### src/rtl/fpu_add_sub_16.sv
// rtl/fpu_add_sub_16.sv - binary16 adder/subtractor with registered result and ZCNV flags
module fpu_add_sub_16 (
    input  logic        clock,
    input  logic        reset_L,
    input  logic        sub,
    input  logic [15:0] fpuIn1,
    input  logic [15:0] fpuIn2,
    output logic [15:0] fpuOut,
    output logic [3:0]  condCodes
);

    localparam logic [15:0] QNAN = 16'h7E00;

    // Operand fields; B's sign already folded with the operation select
    logic        a_sign, b_sign;
    logic [4:0]  a_exp, b_exp;
    logic [9:0]  a_frac, b_frac;
    logic        a_nan, b_nan, a_inf, b_inf;

    // Ordered operands (big has the larger magnitude)
    logic        swap;
    logic        big_sign, small_sign;
    logic [4:0]  big_exp, small_exp;
    logic [9:0]  big_frac, small_frac;
    logic [4:0]  big_exp_eff, small_exp_eff;
    logic [10:0] big_sig, small_sig;
    logic [4:0]  exp_diff;

    // Alignment and magnitude add/subtract: {hidden, frac[9:0], guard, round, sticky}
    logic [13:0] big_al, small_ext, small_shift, lost_mask, small_al;
    logic        eff_sub;
    logic [14:0] raw_sum;
    logic        carry;

    // Normalisation
    logic [3:0]  lz;
    logic [4:0]  max_shift, shamt;
    logic [13:0] norm;
    logic [5:0]  norm_exp;

    // Rounding
    logic [10:0] mant;
    logic        guard, rest, round_up;
    logic [11:0] mant_r;
    logic [10:0] final_mant;
    logic [5:0]  final_exp;
    logic [4:0]  enc_exp;
    logic        overflow;

    // Registered result and flags
    logic [15:0] fpu_out_d, fpu_out_q;
    logic [3:0]  cond_codes_d, cond_codes_q;
    logic        flag_z, flag_c, flag_n, flag_v;

    // Field decode and special-value classification
    always_comb begin
        a_sign = fpuIn1[15];
        a_exp  = fpuIn1[14:10];
        a_frac = fpuIn1[9:0];
        b_sign = fpuIn2[15] ^ sub;
        b_exp  = fpuIn2[14:10];
        b_frac = fpuIn2[9:0];
        a_nan  = (a_exp == 5'h1F) && (a_frac != 10'd0);
        b_nan  = (b_exp == 5'h1F) && (b_frac != 10'd0);
        a_inf  = (a_exp == 5'h1F) && (a_frac == 10'd0);
        b_inf  = (b_exp == 5'h1F) && (b_frac == 10'd0);
    end

    // Order operands by magnitude; subnormals use exponent 1 with hidden bit 0
    always_comb begin
        swap       = {b_exp, b_frac} > {a_exp, a_frac};
        big_sign   = swap ? b_sign : a_sign;
        small_sign = swap ? a_sign : b_sign;
        big_exp    = swap ? b_exp  : a_exp;
        small_exp  = swap ? a_exp  : b_exp;
        big_frac   = swap ? b_frac : a_frac;
        small_frac = swap ? a_frac : b_frac;

        big_exp_eff   = (big_exp   == 5'd0) ? 5'd1 : big_exp;
        small_exp_eff = (small_exp == 5'd0) ? 5'd1 : small_exp;
        big_sig       = {(big_exp   != 5'd0), big_frac};
        small_sig     = {(small_exp != 5'd0), small_frac};
        exp_diff      = big_exp_eff - small_exp_eff;
    end

    // Align the smaller significand, folding shifted-out bits into sticky
    always_comb begin
        big_al      = {big_sig, 3'b000};
        small_ext   = {small_sig, 3'b000};
        small_shift = 14'd0;
        lost_mask   = 14'd0;
        if (exp_diff > 5'd13) begin
            // Everything lands below the sticky position
            small_al = {13'd0, |small_sig};
        end else begin
            small_shift = small_ext >> exp_diff;
            lost_mask   = (14'd1 << exp_diff) - 14'd1;
            small_al    = small_shift | {13'd0, |(small_ext & lost_mask)};
        end
    end

    // Magnitude add or subtract; big >= small so subtraction never wraps
    always_comb begin
        eff_sub = big_sign ^ small_sign;
        if (eff_sub) begin
            raw_sum = {1'b0, big_al} - {1'b0, small_al};
        end else begin
            raw_sum = {1'b0, big_al} + {1'b0, small_al};
        end
        carry = raw_sum[14] & ~eff_sub;
    end

    // Normalise: carry shifts right once, otherwise shift left but never below exponent 1
    always_comb begin
        lz = 4'd14;
        for (int i = 0; i < 14; i++) begin
            if (raw_sum[i]) begin
                lz = 4'(13 - i);
            end
        end
        max_shift = big_exp_eff - 5'd1;
        shamt     = ({1'b0, lz} > max_shift) ? max_shift : {1'b0, lz};
        if (raw_sum[14]) begin
            norm     = {raw_sum[14:2], raw_sum[1] | raw_sum[0]};
            norm_exp = {1'b0, big_exp_eff} + 6'd1;
        end else begin
            norm     = raw_sum[13:0] << shamt;
            norm_exp = {1'b0, big_exp_eff} - {1'b0, shamt};
        end
    end

    // Round to nearest, ties to even; a rounding carry renormalises
    always_comb begin
        mant     = norm[13:3];
        guard    = norm[2];
        rest     = norm[1] | norm[0];
        round_up = guard & (rest | mant[0]);
        mant_r   = {1'b0, mant} + {11'd0, round_up};
        if (mant_r[11]) begin
            final_mant = mant_r[11:1];
            final_exp  = norm_exp + 6'd1;
        end else begin
            final_mant = mant_r[10:0];
            final_exp  = norm_exp;
        end
        // A result still lacking its hidden bit is subnormal and encodes exponent 0
        enc_exp  = final_mant[10] ? final_exp[4:0] : 5'd0;
        overflow = final_exp >= 6'd31;
    end

    // Result selection: specials first, then zero, overflow and ordinary results
    always_comb begin
        fpu_out_d = {big_sign, enc_exp, final_mant[9:0]};
        flag_z    = 1'b0;
        flag_c    = carry;
        flag_n    = big_sign;
        flag_v    = 1'b0;
        if (a_nan || b_nan) begin
            fpu_out_d = QNAN;
            flag_c    = 1'b0;
            flag_n    = 1'b0;
        end else if (a_inf && b_inf) begin
            flag_c = 1'b0;
            if (a_sign == b_sign) begin
                fpu_out_d = {a_sign, 15'h7C00};
                flag_n    = a_sign;
            end else begin
                fpu_out_d = QNAN;
                flag_n    = 1'b0;
            end
        end else if (a_inf) begin
            fpu_out_d = {a_sign, 15'h7C00};
            flag_c    = 1'b0;
            flag_n    = a_sign;
        end else if (b_inf) begin
            fpu_out_d = {b_sign, 15'h7C00};
            flag_c    = 1'b0;
            flag_n    = b_sign;
        end else if (raw_sum == 15'd0) begin
            // Exact zero is +0 unless both effective operands are negative
            fpu_out_d = {a_sign & b_sign, 15'd0};
            flag_z    = 1'b1;
            flag_c    = 1'b0;
            flag_n    = a_sign & b_sign;
        end else if (overflow) begin
            fpu_out_d = {big_sign, 15'h7C00};
            flag_v    = 1'b1;
        end
        cond_codes_d = {flag_z, flag_c, flag_n, flag_v};
    end

    // Output register; asynchronous reset discards any in-flight result
    always_ff @(posedge clock or negedge reset_L) begin
        if (!reset_L) begin
            fpu_out_q    <= 16'h0000;
            cond_codes_q <= 4'b0000;
        end else begin
            fpu_out_q    <= fpu_out_d;
            cond_codes_q <= cond_codes_d;
        end
    end

    assign fpuOut    = fpu_out_q;
    assign condCodes = cond_codes_q;

endmodule

### config.mk
export PLATFORM = sky130hd
export DESIGN_NAME = fpu_add_sub_16
export DESIGN_NICKNAME = d
export VERILOG_FILES = /design/src/rtl/fpu_add_sub_16.sv
export SDC_FILE = /design/constraint.sdc
export NUM_CORES = 1
export LEC_CHECK = 0
export BUFFER_PORTS_ARGS = -buffer_cell sky130_fd_sc_hd__clkbuf_2
export CAP_MARGIN = 20
export CORE_MARGIN = 3
export CORE_UTILIZATION = 40
export CTS_BUF_LIST = sky130_fd_sc_hd__clkbuf_8
export CTS_CLUSTER_DIAMETER = 30
export CTS_CLUSTER_SIZE = 20
export DETAILED_ROUTE_END_ITERATION = 8
export PLACE_DENSITY_LB_ADDON = 0.08
export SETUP_SLACK_MARGIN = 0.15
export SLEW_MARGIN = 20
export SYNTH_ARGS = -nofsm -noshare
export SYNTH_HDL_FRONTEND = slang
export SYNTH_SLANG_ARGS = --single-unit
### constraint.sdc
create_clock -name clock -period 0.85 [get_ports clock]
set_input_delay 0.1275 -clock clock [delete_from_list [all_inputs] [get_ports clock]]
set_output_delay 0.1275 -clock clock [all_outputs]
set_load 0.1 [all_outputs]
==> results.md, run 1 <==
- Status: complete, but fails checks
- Failing checks: negative setup slack
- Post-synth cell types: 98
- ANT cells: 0
- CP delay by family, top: compound AO/OA/AOI/OAI gates
- CTS Buf Count: 3
- Post-Synth XOR/XNOR Area: 0.04108
- Largest family of logic cells by synthesized area: compound AO/OA/AOI/OAI gates
- PnR worst setup slack: -9611 ps
- Worst Path Required: 1030 ps
- FMAX: 0.09559 GHz
- Worst-case clock buffer depth: 2
- Multiplexer share of the synthesized area: 0.05831
- CTS clk-pin slew, worst paths: 70 ps
- Slowest cell on crit path: fa_2
- Die height: 138.0 um
- Worst EP arrival: 10640 ps
- Minimum clock period: 10460 ps
- Synth Instances: 1023
- Area contributors post-synth: ha_1 (10%), nand2_1 (7.1%), dfrtp_1 (6.8%)
- Core Box Area: 0.01682 sq mm
- Avg WL per Cell: 19.02 um
- Share of the synthesized area in the top cell type: 0.1005
- Cell taking the most area after synthesis: ha_1
- Hold Crit Class: in2async
- Main synth FF type: dfrtp_1
- Seq/Total Area, Yosys: 0.06817
- Quantity of I/O buffers inserted on ports: 54
- Final setup fails: 39
- Worst-path fanout max: 7
- Grt total ovfl: 0
- Crit. End Element: flip-flop
- First-pass GRT wire length: 51110 um
- Register bit total from synthesis: 19
- Row cnt: 47
- Share of post-route cells with drive strength above 1: 0.5412
- Non-filler cells, final: 1774
- Placed instance area: 0.01144 sq mm
- Multi-input gate area: 0.007308 sq mm
- Worst hold slack: 362.0 ps
- FF/Latch Area: 543.0 sq um
- Critical Path Start: fpuIn1[8]
- RD Place Congestion: 0.9835
- Initial core utilization: 0.4147
- Vias in the first global route: 9855
- Most common cell after layout, fill and taps aside: buf_4
- Rel. slew slack: 0.2376
- Total Nets Final: 1648
- Total of max-cap violations: 0
- DRT Pass-1 Iters: 5
- Synth Cell Area: 0.006974 sq mm
- Vias: 10495
- Post-synthesis adder-cell area fraction: 0.1076
- Post-synthesis compound-gate area fraction: 0.3561
- Syn nets: 1116
- IO Pins: 55
- Initial DRC count: 874
- Mean Syn Cell Area: 6.817 sq um
- Most frequent cells in the layout: buf_4 (499), nand2_1 (120), nor2_1 (83)
- Fillcell total: 1224
- CP Launch Type: primary input
- Residual DRC: 0
- H-tree levels: 1
- Core Util, Final: 0.7764
- DR vias/cell: 5.916
- Fin. max-slew vios: 0
- Largest stage delay, worst path: 490 ps
- Final WL: 33730 um
- Largest net degree at the start of global routing: 28
- Final ANT Viol Nets: 0
- Layout area overhead: 87.24%
- Total GRT Usage: 0.3177
- FFs w/ async S/R, synth: 1.000
- Post-Synth Simple-Gate Area: 0.3077
- Sink Count: 19
- Syn. warnings: 0
- Design Area, Final: 0.01306 sq mm
- Number of synthesized flops with an enable pin: 0
- CP Class: in2reg
- CTS tree: built
- Crit share post-route: 12.31
- Initial antenna violation count: 0
- DP HPWL: 25640 um
- DIE AREA: 0.01906 sq mm
- Bufs and invs on worst path: 11
- Fin. Hold Viols: 0
- Die W: 138.0 um
- Dpl cells: 1683
- RSZ-0062 raised after global routing: true
- Tightest Pin Transition: 1132 ps
- Root Driver: clkbuf_8
-- layer usage --
| metal | GRT usage | vias up | part of all wire |
|---|---|---|---|
| li1 | - | 4931 | - |
| met1 | 0.4463 | 4965 | 0.44 |
| met2 | 0.5260 | 516 | 0.46 |
| met3 | 0.04006 | 83 | 0.072 |
| met4 | 0.06396 | 0 | 0.027 |
| met5 | 0 | - | 0 |
-- worst paths after layout --
kind | slack (ps) | to | cells past startpoint
setup / recovery | -9610 | fpuOut[1]$_DFF_PN0_ | 61
hold / removal | 360 | fpuOut[4]$_DFF_PN0_ | 3
max in group asynchronous | 250 | condCodes[1]$_DFF_PN0_ | 3
min in group clock | 410 | fpuOut[9]$_DFF_PN0_ | 5
-- kinds of logic after synthesis --
family          Yosys count
simple gates            430
xor+xnor                 31
fa+ha+maj                59
mux                      36
flops                    19
compound gates          343
buf+inv                 105
-- sequential cells by signal (all words and copies together) (netlist names) --
name       count
condCodes      4
fpuOut        15
-- per-stage QoR --
step | setup TNS [ps] | setup slack [ps]
floorplan | -162900 | -9167
detailed placement | -176160 | -9808
global route | -183440 | -9988
CTS | -167390 | -9150
global placement | -174120 | -9658
finish | -176320 | -9611
-- Yosys cell counts, types with 7 or more instances --
library cell    n
and4_1          8
a31oi_1        12
o211ai_1       14
a21o_1          8
o21bai_1        9
buf_2           9
nand4_1        15
or3_1           9
nand3_1        29
mux2i_1        26
nor3_1         37
a21oi_1        66
nand2_1       131
o21ai_0        68
and2_1         16
nor2_1        101
buf_1           7
a211oi_1       28
nand2b_1       11
or2_2           8
xor2_1         15
ha_1           56
o31ai_1         9
clkbuf_1       30
o22ai_1        10
xnor2_1        15
and3_1         16
nor4_1         18
inv_1          54
o21a_1         12
dfrtp_1        19
-- repair_timing --
action / in CTS / in global routing
setup buffers: 55 / 29
hold buffers: 1 / 0
gates resized for setup: 71 / 112
endpoints found under the hold margin: 19 / 0
pin swaps: 58 / 73
setup endpoints to repair: 39 / 39
gates cloned: 2 / 0
-- cell type report --
| cell class | instances | area share |
|---|---|---|
| multi-input combinational | 900 | 0.5596 |
| timing repair buffer | 576 | 0.3577 |
| sequential | 19 | 0.04158 |
| tap | 220 | 0.02108 |
| inverter | 55 | 0.01658 |
| clock buffer | 3 | 0.003162 |
| clock inverter | 1 | 0.0002874 |
Power of run 1 is left out: the tool's default activity adds up to more than one toggle a clock period on the data nets, which glitch-free logic cannot reach.
==> run 2: changes to the inputs <==
Clock period 0.85 ns to 8.6 ns, I/O delays scaled along.
==> run 2 against run 1 <==
The flow still finishes with violations (negative setup slack); worst hold slack better by 610 ps; wire length is 3.2% lower; setup slack better by 7100 ps; global-route usage is 0.091 points higher.
==> results.md, run 2 (synthesized netlist as in run 1, its figures left out) <==
- Status: complete, but fails checks (unchanged)
- Failing checks: negative setup slack (unchanged)
- ANT cells: 0 (unchanged)
- H-tree levels: 1 (unchanged)
- First-pass GRT wire length: 51140 um (was 51110 um)
- Die height: 138.0 um (unchanged)
- Final setup fails: 16 (was 39)
- Total Nets Final: 1610 (was 1648)
- PnR worst setup slack: -2534 ps (was -9611 ps)
- Crit share post-route: 1.295
- Initial DRC count: 933 (was 874)
- CTS Hold Buffers Added: 0 (was 1)
- RSZ-0062 raised after global routing: true (unchanged)
- Root Driver: clkbuf_8 (unchanged)
- Initial core utilization: 0.4147 (unchanged)
- Crit. End Element: flip-flop (unchanged)
- Die W: 138.0 um (unchanged)
- Core Box Area: 0.01682 sq mm (unchanged)
- CP Launch Type: primary input (unchanged)
- CTS clk-pin slew, worst paths: 70 ps (about the same)
- Largest stage delay, worst path: 570 ps (was 490 ps)
- Final ANT Viol Nets: 0 (unchanged)
- Fillcell total: 1393 (was 1224)
- DRT Pass-1 Iters: 6 (was 5)
- Worst-path fanout max: 6 (was 7)
- Slowest cell on crit path: fa_2 (unchanged)
- IO Pins: 55 (unchanged)
- Share of post-route cells with drive strength above 1: 0.5046 (was 0.5412)
- CP delay by family, top: compound AO/OA/AOI/OAI gates (unchanged)
- Grt total ovfl: 0 (unchanged)
- Avg WL per Cell: 18.82 um (was 19.02 um)
- Total of max-cap violations: 0 (unchanged)
- Initial antenna violation count: 0 (unchanged)
- Largest net degree at the start of global routing: 30 (was 28)
- Worst Path Required: 8780 ps (was 1030 ps)
- Most frequent cells in the layout: buf_4 (462), nand2_1 (123), nor2_1 (85) (was buf_4 (499), nand2_1 (120), nor2_1 (83))
- Most common cell after layout, fill and taps aside: buf_4 (unchanged)
- Fin. Hold Viols: 0 (unchanged)
- Minimum clock period: 11130 ps
- DP HPWL: 25610 um (was 25640 um)
- RD Place Congestion: 1.041 (was 0.9835)
- DR vias/cell: 5.893 (was 5.916)
- Number of flip-flops in the largest register: 15 (unchanged)
- CP Class: in2reg (unchanged)
- Core Util, Final: 0.7276 (was 0.7764)
- Worst-case clock buffer depth: 2 (unchanged)
- Worst hold slack: 971.9 ps (was 362.0 ps)
- DIE AREA: 0.01906 sq mm (unchanged)
- Fin. max-slew vios: 0 (unchanged)
- Vias in the first global route: 9730 (was 9855)
- CTS Buf Count: 3 (unchanged)
- Row cnt: 47 (unchanged)
- FMAX: 0.08981 GHz
- Layout area overhead: 75.48% (was 87.24%)
- Rel. slew slack: 0.2731 (was 0.2376)
- Quantity of I/O buffers inserted on ports: 54 (unchanged)
- Sink Count: 19 (unchanged)
- Vias: 10231 (was 10495)
- CTS tree: built (unchanged)
- Hold Crit Class: in2async (unchanged)
- Total GRT Usage: 0.3186 (was 0.3177)
- Final WL: 32670 um (was 33730 um)
- Tightest Pin Transition: 1079 ps (was 1132 ps)
- Bufs and invs on worst path: 19 (was 11)
- Residual DRC: 0 (unchanged)
- Worst EP arrival: 11320 ps (was 10640 ps)
==> run 2: cell types whose count changed in the layout (fill, tap and decap cells not counted), sizes merged <==
cell | before | now
buf | 545 | 488
clkbuf | 33 | 53
dlygate4sd3 | 1 | 0
==> run 2: area by class of cell <==
class / instances / area (sq um) / share of cell area
repair buffers: 538 / 4054 / 0.3313
clock buffers: 3 / 41.29 / 0.003374
well taps: 220 / 275.3 / 0.02249
inverters: 55 / 221.5 / 0.01810
multi-input cells: 900 / 7167 / 0.5856
clock inverters: 1 / 3.754 / 0.0003067
flip-flops and latches: 19 / 475.5 / 0.03885
==> run 2: worst max path at each step <==
stage | slack, ps | endpoint | startpoint | cells after the start
floorplan | -2580 | fpuOut[1]$_DFF_PN0_ | fpuIn1[11] | 63
global placement | -3000 | fpuOut[1]$_DFF_PN0_ | fpuIn1[6] | 60
detailed placement | -3120 | fpuOut[1]$_DFF_PN0_ | fpuIn1[6] | 59
CTS | -2410 | fpuOut[14]$_DFF_PN0_ | fpuIn1[13] | 62
global route | -3020 | fpuOut[10]$_DFF_PN0_ | fpuIn1[14] | 58
finish | -2530 | fpuOut[10]$_DFF_PN0_ | fpuIn1[13] | 56
==> run 2: through the flow <==
step | cells | instance area (sq um) | TNS, ps | setup WS [ps]
after floorplan | 1023 | 7495 | -39950 | -2580
after global placement | 1661 | 10890 | -47090 | -3003
after detailed placement | 1661 | 10890 | -49300 | -3124
after CTS | 1716 | 11670 | -38150 | -2412
after global routing | 1736 | 12240 | -47510 | -3022
final | 1736 | 12240 | -39660 | -2534
==> run 2: repair_timing <==
item / 4_1_cts / 5_1_grt
resized for setup: 72 / 94
endpoints found under the setup margin: 17 / 19
gates cloned: 1 / 0
pin swaps: 66 / 54
buffers inserted: 50 / 20
==> run 2: routing by layer <==
metal / vias to the layer above / global-route usage / part of all wire
met5: - / 0 / 0
met4: 0 / 0.07800 / 0.024
met3: 74 / 0.02901 / 0.078
met2: 488 / 0.5154 / 0.45
met1: 4825 / 0.4589 / 0.45
li1: 4844 / - / -
Power of run 2 is left out for the same reason.
==> run 3: changes to the inputs <==
Settings changed: ABC_AREA set to 1, SKIP_LAST_GASP set to 1.
Clock period 8.6 ns to 10.7 ns, I/O delays scaled along.
==> run 3 against run 2 <==
The run now ends clean; design area is 29% lower; global-route usage is 9.9 points lower; worst hold slack better by 310 ps; synthesized cell count is 7.2% higher; core utilization is 17 points lower; highest routed layer unchanged.
==> results.md, run 3 <==
- Row cnt: 45 (was 47)
- Worst-case clock buffer depth: 2 (unchanged)
- Seq/Total Area, Yosys: 0.07504 (was 0.06817)
- Final setup TNS: 0 ps (was -39660 ps)
- Crit share post-route: 0.9624
- Largest stage delay, worst path: 590 ps (was 570 ps)
- Synth Cell Area: 0.006336 sq mm (was 0.006974 sq mm)
- Worst EP arrival: 10410 ps (was 11320 ps)
- Layout area overhead: 36.30% (was 75.48%)
- FFs w/ async S/R, synth: 1.000 (unchanged)
- RD Place Congestion: 0.9488 (was 1.041)
- Residual DRC: 0 (unchanged)
- IO Pins: 55 (unchanged)
- DR vias/cell: 5.071 (was 5.893)
- Share of post-route cells with drive strength above 1: 0.3491 (was 0.5046)
- Crit. End Element: flip-flop (unchanged)
- Most frequent cell after synthesis: nand2_1 (unchanged)
- Share of the synthesized area in the top cell type: 0.1789 (was 0.1005)
- Sink Count: 19 (unchanged)
- Placed instance area: 0.008060 sq mm (was 0.01089 sq mm)
- Fin. max-slew vios: 0 (unchanged)
- CTS Buf Count: 3 (unchanged)
- Main synth FF type: dfrtp_1 (unchanged)
- Area contributors post-synth: nand2_1 (18%), nand3_1 (12%), ha_1 (11%) (was ha_1 (10%), nand2_1 (7.1%), dfrtp_1 (6.8%))
- Grt total ovfl: 0 (unchanged)
- CP Launch Type: primary input (unchanged)
- Slowest cell on crit path: fa_2 (unchanged)
- Syn. warnings: 0 (unchanged)
- Hold Crit Class: in2async (unchanged)
- Tightest Pin Transition: 808.7 ps (was 1079 ps)
- Vias: 7591 (was 10231)
- ANT cells: 0 (unchanged)
- Minimum clock period: 10300 ps
- Crit path top cell by count: nand2_2
- CTS Hold Buffers Added: 0 (unchanged)
- Vias in the first global route: 6931 (was 9730)
- Core Box Area: 0.01537 sq mm (was 0.01682 sq mm)
- Synth Instances: 1097 (was 1023)
- Die height: 131.9 um (was 138.0 um)
- Post-synth cell types: 57 (was 98)
- CP Class: in2reg (unchanged)
- Most frequent cells in the layout: nand2_1 (284), buf_4 (151), nand3_1 (142) (was buf_4 (462), nand2_1 (123), nor2_1 (85))
- RSZ-0062 raised after global routing: true (unchanged)
- Number of synthesized flops with an enable pin: 0 (unchanged)
- Cell taking the most area after synthesis: nand2_1 (was ha_1)
- Most common cell after layout, fill and taps aside: nand2_1 (was buf_4)
- Worst Path Required: 10820 ps (was 8780 ps)
- Quantity of I/O buffers inserted on ports: 54 (unchanged)
- Final ANT Viol Nets: 0 (unchanged)
- Root Driver: clkbuf_8 (unchanged)
- Fin. Hold Viols: 0 (unchanged)
- Rel. slew slack: 0.4552 (was 0.2731)
- Status: complete, no violations (was complete, but fails checks)
- Final WL: 20500 um (was 32670 um)
- Final setup fails: 0 (was 16)
- DRT Pass-1 Iters: 5 (was 6)
- Worst-path fanout max: 7 (was 6)
- DP HPWL: 16980 um (was 25610 um)
- Avg WL per Cell: 13.69 um (was 18.82 um)
- Design Area, Final: 0.008636 sq mm (was 0.01224 sq mm)
- Bufs and invs on worst path: 13 (was 19)
- Non-filler cells, final: 1497 (was 1736)
- Initial core utilization: 0.4122 (was 0.4147)
- Total of max-cap violations: 0 (unchanged)
- Post-synth top cells: nand2_1 (302), inv_1 (151), nand3_1 (148), nor2_1 (82), ha_1 (56) (was nand2_1 (131), nor2_1 (101), o21ai_0 (68), a21oi_1 (66), ha_1 (56))
- Initial antenna violation count: 0 (unchanged)
- Initial DRC count: 434 (was 933)
- DIE AREA: 0.01739 sq mm (was 0.01906 sq mm)
- Die W: 131.9 um (was 138.0 um)
- Mean Syn Cell Area: 5.776 sq um (was 6.817 sq um)
- FMAX: 0.09711 GHz
- H-tree levels: 1 (unchanged)
- CTS clk-pin slew, worst paths: 70 ps (about the same)
- CTS tree: built (unchanged)
- Syn nets: 1190 (was 1116)
- Total GRT Usage: 0.2198 (was 0.3186)
- Largest net degree at the start of global routing: 21 (was 30)
- First-pass GRT wire length: 32860 um (was 51140 um)
- Dpl cells: 1473 (was 1661)
- Register bit total from synthesis: 19 (unchanged)
- Number of flip-flops in the largest register: 15 (unchanged)
- Total Nets Final: 1380 (was 1610)
- CP delay by family, top: simple AND/OR/NAND/NOR gates (was compound AO/OA/AOI/OAI gates)
[run 3: cell types whose count changed in the layout (fill, tap and decap cells not counted), sizes merged, moves of 13 or more]
| cell | delta |
|---|---|
| buf | -323 |
| nand2 | +216 |
| nand3 | +130 |
| inv | +119 |
| a211oi | -32 |
| nor3 | -28 |
| mux2i | -26 |
| a21oi | -23 |
| and2 | -16 |
| and3 | -16 |
| nor4 | -14 |
| nand2b | -13 |
[run 3: area by class of cell]
cell class              instances  area [sq um]
clock buffers                   3         41.29
clock inverters                 1         3.754
fillers                      1614          6735
inverters                     173         701.9
multi-input cells             879          5594
flip-flops and latches         19         475.5
well taps                     211         264.0
repair buffers                211          1555
[run 3: cells by family (layout without fill, tap and decap cells)]
family | count (synthesis) | count (layout) | synth area share
AO/OA/AOI/OAI | 141 | 141 | 0.1339
XOR/XNOR | 21 | 21 | 0.03555
adder cells (fa/ha/maj) | 58 | 58 | 0.1169
buffers and inverters | 201 | 388 | 0.1398
flip-flops | 19 | 19 | 0.07504
AND/OR/NAND/NOR | 657 | 659 | 0.4988
[run 3: how the worst max path moves through the flow]
stage                     startpoint              endpoint  slack (ps)  cells past startpoint
after floorplan           fpuIn1[11]  fpuOut[13]$_DFF_PN0_          80                     77
after global placement    fpuIn1[11]  fpuOut[13]$_DFF_PN0_          10                     76
after detailed placement  fpuIn1[11]  fpuOut[14]$_DFF_PN0_        -180                     75
after CTS                 fpuIn1[10]  fpuOut[14]$_DFF_PN0_         160                     74
after global routing      fpuIn1[14]  fpuOut[12]$_DFF_PN0_        -370                     72
final                     fpuIn2[14]  fpuOut[10]$_DFF_PN0_         400                     71
[run 3: stage by stage]
stage               utilization  setup WS [ps]  hold WS (ps)
detailed placement       0.5244         -175.7          1568
floorplan                     -          77.65          1309
global placement         0.5244          13.26          1566
finish                   0.5618          402.7          1283
global route             0.5618         -373.2          1328
CTS                      0.5287          160.7          1294
[run 3: layer usage]
layer  GRT usage  wire, um  vias to the layer above
li1            -         -                     3952
met1      0.2946      9226                     3426
met2      0.3974     10190                      192
met3     0.01603       834                       21
met4     0.02800       247                        0
met5           0         0                        -
[run 3: what timing repair did]
item | in CTS | in global routing
gates resized for setup | 5 | 110
endpoints found under the setup margin | 14 | 16
gates cloned | 0 | 2
setup buffers | 0 | 18
endpoints found under the hold margin | 0 | 0
pin swaps | 1 | 66
Power of run 3 is left out for the same reason.
